===== src/rtl/usiq_frame_builder.sv =====
// usiq_frame_builder: serialises 24-bit IQ/mic samples MSB-first into fixed-length byte frames
// of 3 sync bytes, 5 latched control bytes (C0..C4) and NSAMP samples.
module usiq_frame_builder #(
  parameter int         NSAMP     = 168,
  parameter logic [7:0] SYNC_BYTE = 8'h7F
) (
  input  logic        clk,
  input  logic        rst,
  input  logic [23:0] in_tdata,
  input  logic        in_tvalid,
  output logic        in_tready,
  input  logic [10:0] in_tlength,
  input  logic [39:0] cc_data,
  output logic        cc_ack,
  output logic [7:0]  out_tdata,
  output logic        out_tvalid,
  input  logic        out_tready,
  output logic        out_tlast,
  output logic [15:0] frame_count
);

  localparam int FLEN  = 8 + 3 * NSAMP;
  localparam int IDX_W = $clog2(FLEN);
  localparam logic [IDX_W-1:0] IDX_SYNC_END = IDX_W'(2);
  localparam logic [IDX_W-1:0] IDX_CTRL_END = IDX_W'(7);
  localparam logic [IDX_W-1:0] IDX_LAST     = IDX_W'(FLEN - 1);
  localparam logic [10:0]      FRAME_WORDS  = 11'(NSAMP);

  typedef enum logic [1:0] {
    ST_IDLE = 2'd0,
    ST_SYNC = 2'd1,
    ST_CTRL = 2'd2,
    ST_DATA = 2'd3
  } state_t;

  state_t           state_r;
  state_t           state_next_s;
  logic [IDX_W-1:0] idx_r;
  logic [1:0]       lane_r;
  logic [39:0]      cc_r;
  logic [15:0]      frame_count_r;
  logic             start_s;
  logic             beat_s;
  logic             last_beat_s;

  // A frame may only start once a whole frame of samples is buffered, so DATA never underruns.
  assign start_s     = !rst && (state_r == ST_IDLE) && in_tvalid && (in_tlength >= FRAME_WORDS);
  assign beat_s      = out_tvalid & out_tready;
  assign last_beat_s = beat_s && (state_r == ST_DATA) && (idx_r == IDX_LAST);
  assign cc_ack      = start_s;
  assign in_tready   = beat_s && (state_r == ST_DATA) && (lane_r == 2'd2);
  assign frame_count = frame_count_r;

  // State register.
  always_ff @(posedge clk) begin
    if (rst) begin
      state_r <= ST_IDLE;
    end else begin
      state_r <= state_next_s;
    end
  end

  // Next-state logic: each section advances on the handshake of its final byte index.
  always_comb begin
    state_next_s = state_r;
    case (state_r)
      ST_IDLE: begin
        if (start_s) state_next_s = ST_SYNC;
        else         state_next_s = ST_IDLE;
      end
      ST_SYNC: begin
        if (beat_s && (idx_r == IDX_SYNC_END)) state_next_s = ST_CTRL;
        else                                   state_next_s = ST_SYNC;
      end
      ST_CTRL: begin
        if (beat_s && (idx_r == IDX_CTRL_END)) state_next_s = ST_DATA;
        else                                   state_next_s = ST_CTRL;
      end
      ST_DATA: begin
        if (last_beat_s) state_next_s = ST_IDLE;
        else             state_next_s = ST_DATA;
      end
      default: state_next_s = ST_IDLE;
    endcase
  end

  // Output byte mux; an empty FIFO in DATA drops out_tvalid rather than emitting a stale byte.
  always_comb begin
    out_tvalid = 1'b0;
    out_tdata  = 8'h00;
    out_tlast  = 1'b0;
    case (state_r)
      ST_SYNC: begin
        out_tvalid = 1'b1;
        out_tdata  = SYNC_BYTE;
      end
      ST_CTRL: begin
        out_tvalid = 1'b1;
        case (idx_r[2:0])
          3'd3:    out_tdata = cc_r[39:32];
          3'd4:    out_tdata = cc_r[31:24];
          3'd5:    out_tdata = cc_r[23:16];
          3'd6:    out_tdata = cc_r[15:8];
          default: out_tdata = cc_r[7:0];
        endcase
      end
      ST_DATA: begin
        out_tvalid = in_tvalid;
        if (in_tvalid) begin
          out_tlast = (idx_r == IDX_LAST);
          case (lane_r)
            2'd0:    out_tdata = in_tdata[23:16];
            2'd1:    out_tdata = in_tdata[15:8];
            default: out_tdata = in_tdata[7:0];
          endcase
        end else begin
          out_tdata = 8'h00;
        end
      end
      default: begin
        out_tvalid = 1'b0;
        out_tdata  = 8'h00;
      end
    endcase
  end

  // Byte index, sample lane, control latch and frame counter.
  always_ff @(posedge clk) begin
    if (rst) begin
      idx_r         <= '0;
      lane_r        <= 2'd0;
      cc_r          <= 40'h0;
      frame_count_r <= 16'h0;
    end else begin
      if (start_s) begin
        cc_r   <= cc_data;
        idx_r  <= '0;
        lane_r <= 2'd0;
      end else if (beat_s) begin
        idx_r <= idx_r + IDX_W'(1);
        if (state_r == ST_DATA) begin
          lane_r <= (lane_r == 2'd2) ? 2'd0 : lane_r + 2'd1;
        end else begin
          lane_r <= lane_r;
        end
      end else begin
        idx_r <= idx_r;
      end
      if (last_beat_s) begin
        frame_count_r <= frame_count_r + 16'd1;
      end else begin
        frame_count_r <= frame_count_r;
      end
    end
  end

endmodule


===== config.mk =====
export PLATFORM = sky130hd
export DESIGN_NAME = usiq_frame_builder
export DESIGN_NICKNAME = d
export VERILOG_FILES = /design/src/rtl/usiq_frame_builder.sv
export SDC_FILE = /design/constraint.sdc
export NUM_CORES = 1
export LEC_CHECK = 0
export CORE_MARGIN = 5
export CORE_UTILIZATION = 40
export CTS_CLUSTER_SIZE = 12
export DETAILED_ROUTE_END_ITERATION = 6
export PLACE_DENSITY_LB_ADDON = 0.12
export SYNTH_ARGS = -nofsm -noshare
export SYNTH_HDL_FRONTEND = slang
export SYNTH_SLANG_ARGS = --single-unit

===== constraint.sdc =====
create_clock -name clk -period 3.4 [get_ports clk]
set_input_delay 0.68 -clock clk [delete_from_list [all_inputs] [get_ports clk]]
set_output_delay 0.68 -clock clk [all_outputs]
set_load 0.005 [all_outputs]

# Word level (Yosys, flattened, before mapping)
# Cells that the tools add are included.
dict set report totals {
  reg_bits 69
  latchBits 0
  ram_bits 0
  romBits 0
  input_bits 79
  out_inout_bits 28
  word_cells 49
  mem_count 0
}
dict set report op_classes {
  add_sub_neg 3
  mul 0
  div_mod_pow 0
  order_cmp 1
  eq_ne 12
  shifts 0
  muxes 13
  bitwise_logic 1
  reduce_logical 14
}
# operator n
set op_table {}
lappend op_table {{case mux 8 bit (4 select lines)} 1}
lappend op_table {{case mux 8 bit (3 select lines)} 1}
lappend op_table {{adder 16 x 1 -> 16 bit, second input constant} 1}
lappend op_table {{case mux 8 bit (2 select lines)} 1}
lappend op_table {{greater-or-equal comparator 11 x 8 -> 1 bit, second input constant} 1}
lappend op_table {{adder 9 x 1 -> 9 bit, second input constant} 1}
lappend op_table {{== test 3 bit, second input constant} 3}
lappend op_table {{== test 9 x 2 -> 1 bit, second input constant} 1}
lappend op_table {{== test 9 x 3 -> 1 bit, second input constant} 1}
lappend op_table {{== test 9 bit, second input constant} 1}
lappend op_table {{logical AND 1 bit} 8}
lappend op_table {{2-to-1 mux 8 bit} 1}
lappend op_table {{case mux 2 bit (4 select lines)} 1}
lappend op_table {{== test 2 bit, second input constant} 3}
lappend op_table {{2-to-1 mux 2 bit} 3}
lappend op_table {{== test 2 x 1 -> 1 bit, second input constant} 2}
lappend op_table {{logical NOT 2 bit} 2}
lappend op_table {{2-to-1 mux 1 bit} 4}
lappend op_table {{OR reduction 2 bit} 2}
lappend op_table {{== test 3 x 2 -> 1 bit, second input constant} 1}
lappend op_table {{adder 2 x 1 -> 2 bit, second input constant} 1}
lappend op_table {{case mux 1 bit (2 select lines)} 1}
lappend op_table {{AND reduction 2 bit} 1}
lappend op_table {{bitwise AND 1 bit} 1}
lappend op_table {{logical NOT 1 bit} 1}

# Longest topological paths before layout
# Gate-level depths: netlist of the first run.
dict set report logic_depth {
  word_depth 8
  ltp_mapped 10
  ltp_nobuf 9
}

# Worst setup path before layout of the first run
# Ideal clock, no wire load.
dict set report synth_timing {
  kind {reg-to-output}
  start {register idx_r[0]}
  end {output port out_tdata[6]}
  arrival_ns 1.735
  t_required_ns 2.720
  setup_slack_ns 0.985
  path_stages_with_launch 8
  path_buffers 1
  cell_sequence {dfxtp_1 -> inv_1 -> ha_1 -> clkbuf_1 -> o31a_1 -> nor3b_2 -> a21oi_1 -> a21oi_1}
}
dict set report synth_via {
  elab_chain_len 3
  word_cells_on_any_way 6
  cone_classes {4 x eq/ne; 2 x mux}
}
# item line_no
set synth_rtl {}
lappend synth_rtl {{start, declared} 38} ;# logic [IDX_W-1:0] idx_r;
lappend synth_rtl {{start signal, assigned} 140} ;# idx_r <= idx_r + IDX_W'(1);
lappend synth_rtl {{start signal, assigned} 147} ;# idx_r <= idx_r;
lappend synth_rtl {{== test 3 bit or == test 3 x 2 -> 1 bit (tied branches)} 99} ;# case (idx_r[2:0])
lappend synth_rtl {{case mux 8 bit (4 select lines) (*)} 99}
lappend synth_rtl {{case mux 8 bit (3 select lines) (*)} 92} ;# case (state_r)
lappend synth_rtl {{end, declared} 15} ;# output logic [7:0] out_tdata,
# Every way passes the cells marked *; elsewhere a longest branch is shown, timed or not.

# Final worst setup path of the first run
dict set report layout_timing {
  start {input port in_tvalid}
  end {output port out_tdata[1]}
}
dict set report layout_via {
  elab_chain_len 2
}
# item line_no
set layout_rtl {}
lappend layout_rtl {{start, declared} 10} ;# input logic in_tvalid,
lappend layout_rtl {{2-to-1 mux 8 bit} 109} ;# if (in_tvalid) begin
lappend layout_rtl {{case mux 8 bit (3 select lines)} 92}
# Every way passes these cells.

==> results of run 1 <==
[cell usage after synthesis, types with 2 or more instances]
cell type and instances:
xnor2_1 12, a21oi_1 25, and4_1 3, nor3_1 15, a222oi_1 8, nand2b_1 8
inv_1 9, nor4_1 6, nand4_1 11, mux2_2 34, nand2_1 20, buf_2 7
or3_1 7, or4_1 3, nor2b_1 44, dfxtp_1 69, o311ai_0 7, nor2_1 18
o21ai_0 17, o31a_1 2, nand3_1 8, clkbuf_1 18, ha_1 12, mux2_1 7
mux2i_1 11
[cell families (layout without fill, tap and decap cells)]
family / after synthesis / in the layout / share of synthesized area
flip-flops: 69 / 69 / 0.375
buffers and inverters: 35 / 140 / 0.0380
multiplexers: 53 / 53 / 0.159
AND/OR/NAND/NOR: 152 / 152 / 0.234
XOR/XNOR: 12 / 12 / 0.0285
AO/OA/AOI/OAI: 70 / 70 / 0.125
adder cells (fa/ha/maj): 12 / 12 / 0.0407
[report_power, final]
group,total (mW),switching [mW],internal [mW]
sequential,0.866,0.0190,0.847
combinational,0.238,0.0856,0.152
clock,0.702,0.338,0.364
[layout make-up]
cell class              instances  area share
clock inverters                 6      0.0138
multi-input cells             299       0.431
well taps                     111      0.0274
repair buffers                115       0.220
flip-flops and latches         69       0.273
clock buffers                  10      0.0272
inverters                       9     0.00667
[what timing repair did]
action | 4_1_cts | 5_1_grt
setup endpoints to repair | 0 | 8
resized for setup | 0 | 7
buffers inserted | 0 | 0
hold buffers | 0 | 0
[cell usage in the layout, fill, tap and decap left out, types with 2 or more instances in the layout]
cell type,count
xnor2_1,12
clkbuf_8,10
o31a_1,2
and4_1,3
nand4_1,11
buf_4,12
a21oi_1,25
dfxtp_1,67
or4_1,3
or3_1,7
mux2i_1,11
ha_1,11
o311ai_1,3
nand2_1,20
nand2b_1,8
inv_1,9
o21ai_0,17
nand3_1,8
nor2b_1,44
nor3_1,15
dfxtp_2,2
mux2_2,34
nor4_1,6
inv_6,2
mux2_1,7
nor2_1,18
a222oi_1,8
o311ai_0,4
clkdlybuf4s50_1,102
clkinvlp_4,3
[state kept, by name, indices dropped and copies added, names as in the netlist]
name	count
frame_count	16
idx_r	9
cc_r	40
lane_r	2
state_r	2
[worst max-delay path: stages]
cell and delay, ps:
clkdlybuf4s50_1 490, nand2_1 150, o311ai_0 390, buf_4 180
a21oi_1 40, a21oi_1 130, clkdlybuf4s50_1 520
[worst min path at each step]
| stage | startpoint | end | slack (ps) |
|---|---|---|---|
| 3_3_place_gp | frame_count[15] | frame_count[15] | 460 |
| 2_1_floorplan | frame_count[15] | frame_count[15] | 470 |
| 3_5_place_dp | frame_count[15] | frame_count[15] | 490 |
| 6_report | frame_count[15] | frame_count[15] | 500 |
| 4_1_cts | frame_count[15] | frame_count[15] | 510 |
| 5_1_grt | frame_count[15] | frame_count[15] | 530 |
[layer usage]
metal / GRT usage / vias to the layer above / wire length [µm]
li1: - / 1654 / -
met1: 0.213 / 1573 / 4270
met2: 0.289 / 67 / 4730
met3: 0.0395 / 17 / 406
met4: 0.0648 / 0 / 207
met5: 0 / - / 0
==> results.yml, run 1 <==
sta:
  worst_slack_ps: 126
  fin_setup_tns_ps: 0
  finalSetupViolCount: 0
  drv_slew: 0
  fmax_mhz: 305
  rsz0062_at_grt: "false"
  period_needed_ps: 3270
  fin_hold_ws_ps: 495
  fin_crit_sh: 0.963
  slew_headroom: 0.499
  tightest_slew_ps: 751
  finalClockSkew_ps: 8.05
  hold_viol: 0
die:
  coreArea_um2: 9110
  rows: 35
  initial_core_util: 0.405
  die-height_um: 106
  die_area_um2: 11200
  ios: 107
  die_x_um: 106
final_layout:
  multi_input_area_um2: 2180
  utilization: 0.556
  seqCellArea_um2: 1380
  n_antenna_cell: 0
  syn_to_final_growth_pct: 37.3
  final_cells: 619
  fill_cells: 879
  drive_gt1_frac: 0.140
  final_area_um2: 5060
  final_nets: 594
worst_setup_path:
  endpoint: "out_tdata[1]"
  reg2reg_depth: 9
  startpoint_type: "input port"
  cp-startpoint: "in_tvalid"
  cp-end-kind: "output pin"
  cp_max_fo: 7
  r2r_end: "frame_count[11]"
  cp_data_arrival_time_ps: 2590
  required_ps: 2720
  crit_type: "input port to output pin"
  r2r-start: "idx_r[0]"
  r2r_slack_ps: 760
clocking:
  clk_latency_ps: 350
  htreeDepth: 3
  cts_made_buffers: 9
  clock_sinks: 69
  cts.path.max_buffers: 2
  clk_root_buffer_cell: "clkbuf_8"
  cts_tree: "built"
  clk_pin_slew_worst_paths_ps: 80
grt:
  grt_usage: 0.172
  antenna_found_initial: 0
  grt_pass1_vias: 3272
  grt_max_degree: 71
  grt_pass1_wl_um: 15700
  grt.overflow.total: 0
place:
  gp_congestion: 0.797
  numPortBuffers: 103
  dp.cells: 603
  place_hpwl_um: 6900
  placed_area_um2: 4840
  place_ws_ps: 126
min_path:
  hp-class: "flip-flop to flip-flop"
  whs_path_depth: 2
drt:
  wire_per_inst_um: 15.5
  vias_per_cell: 5.35
  detail_route.iter0.violations: 165
  firstDrtPassIters: 5
  drcViolationCount: 0
  vias: 3311
  ant_nets: 0
  routed_wl_um: 9610
synth:
  ys_seq_area_frac: 0.375
  syn_nets: 494
  ys_warn_count: 0
  synthDistinctLibCells: 47
  yosys.area.top_type_share: 0.375
  ys_async_sr_fraction: 0
  synth_edf_count: 0
  synth_area_leaders: "dfxtp_1 37%, mux2_2 10%, nor2b_1 7.5%"
  yosys.area.top_type: "dfxtp_1"
  syn_inst: 403
  synthFlopType: "dfxtp_1"
  ys_ff_latch: 69
  syn-cell-area_um2: 3690
  syn_area_per_cell_um2: 9.15
run:
  max-cap-violations: 0
status:
  status: "finished clean"
power_and_ir_drop:
  leakage_nw: 1.80
  power.density_nw_per_um2: 357
  irDropWorstVdd_v: 0.000311
  total_power_mw: 1.81
No activity file was read; power rests on OpenSTA's default activity.
==> inputs of run 2 (changes only) <==
Settings changed: ABC_AREA from default to 0.
==> results of run 2 <==
Final layout, timing and power as in run 1 (identical DEF).
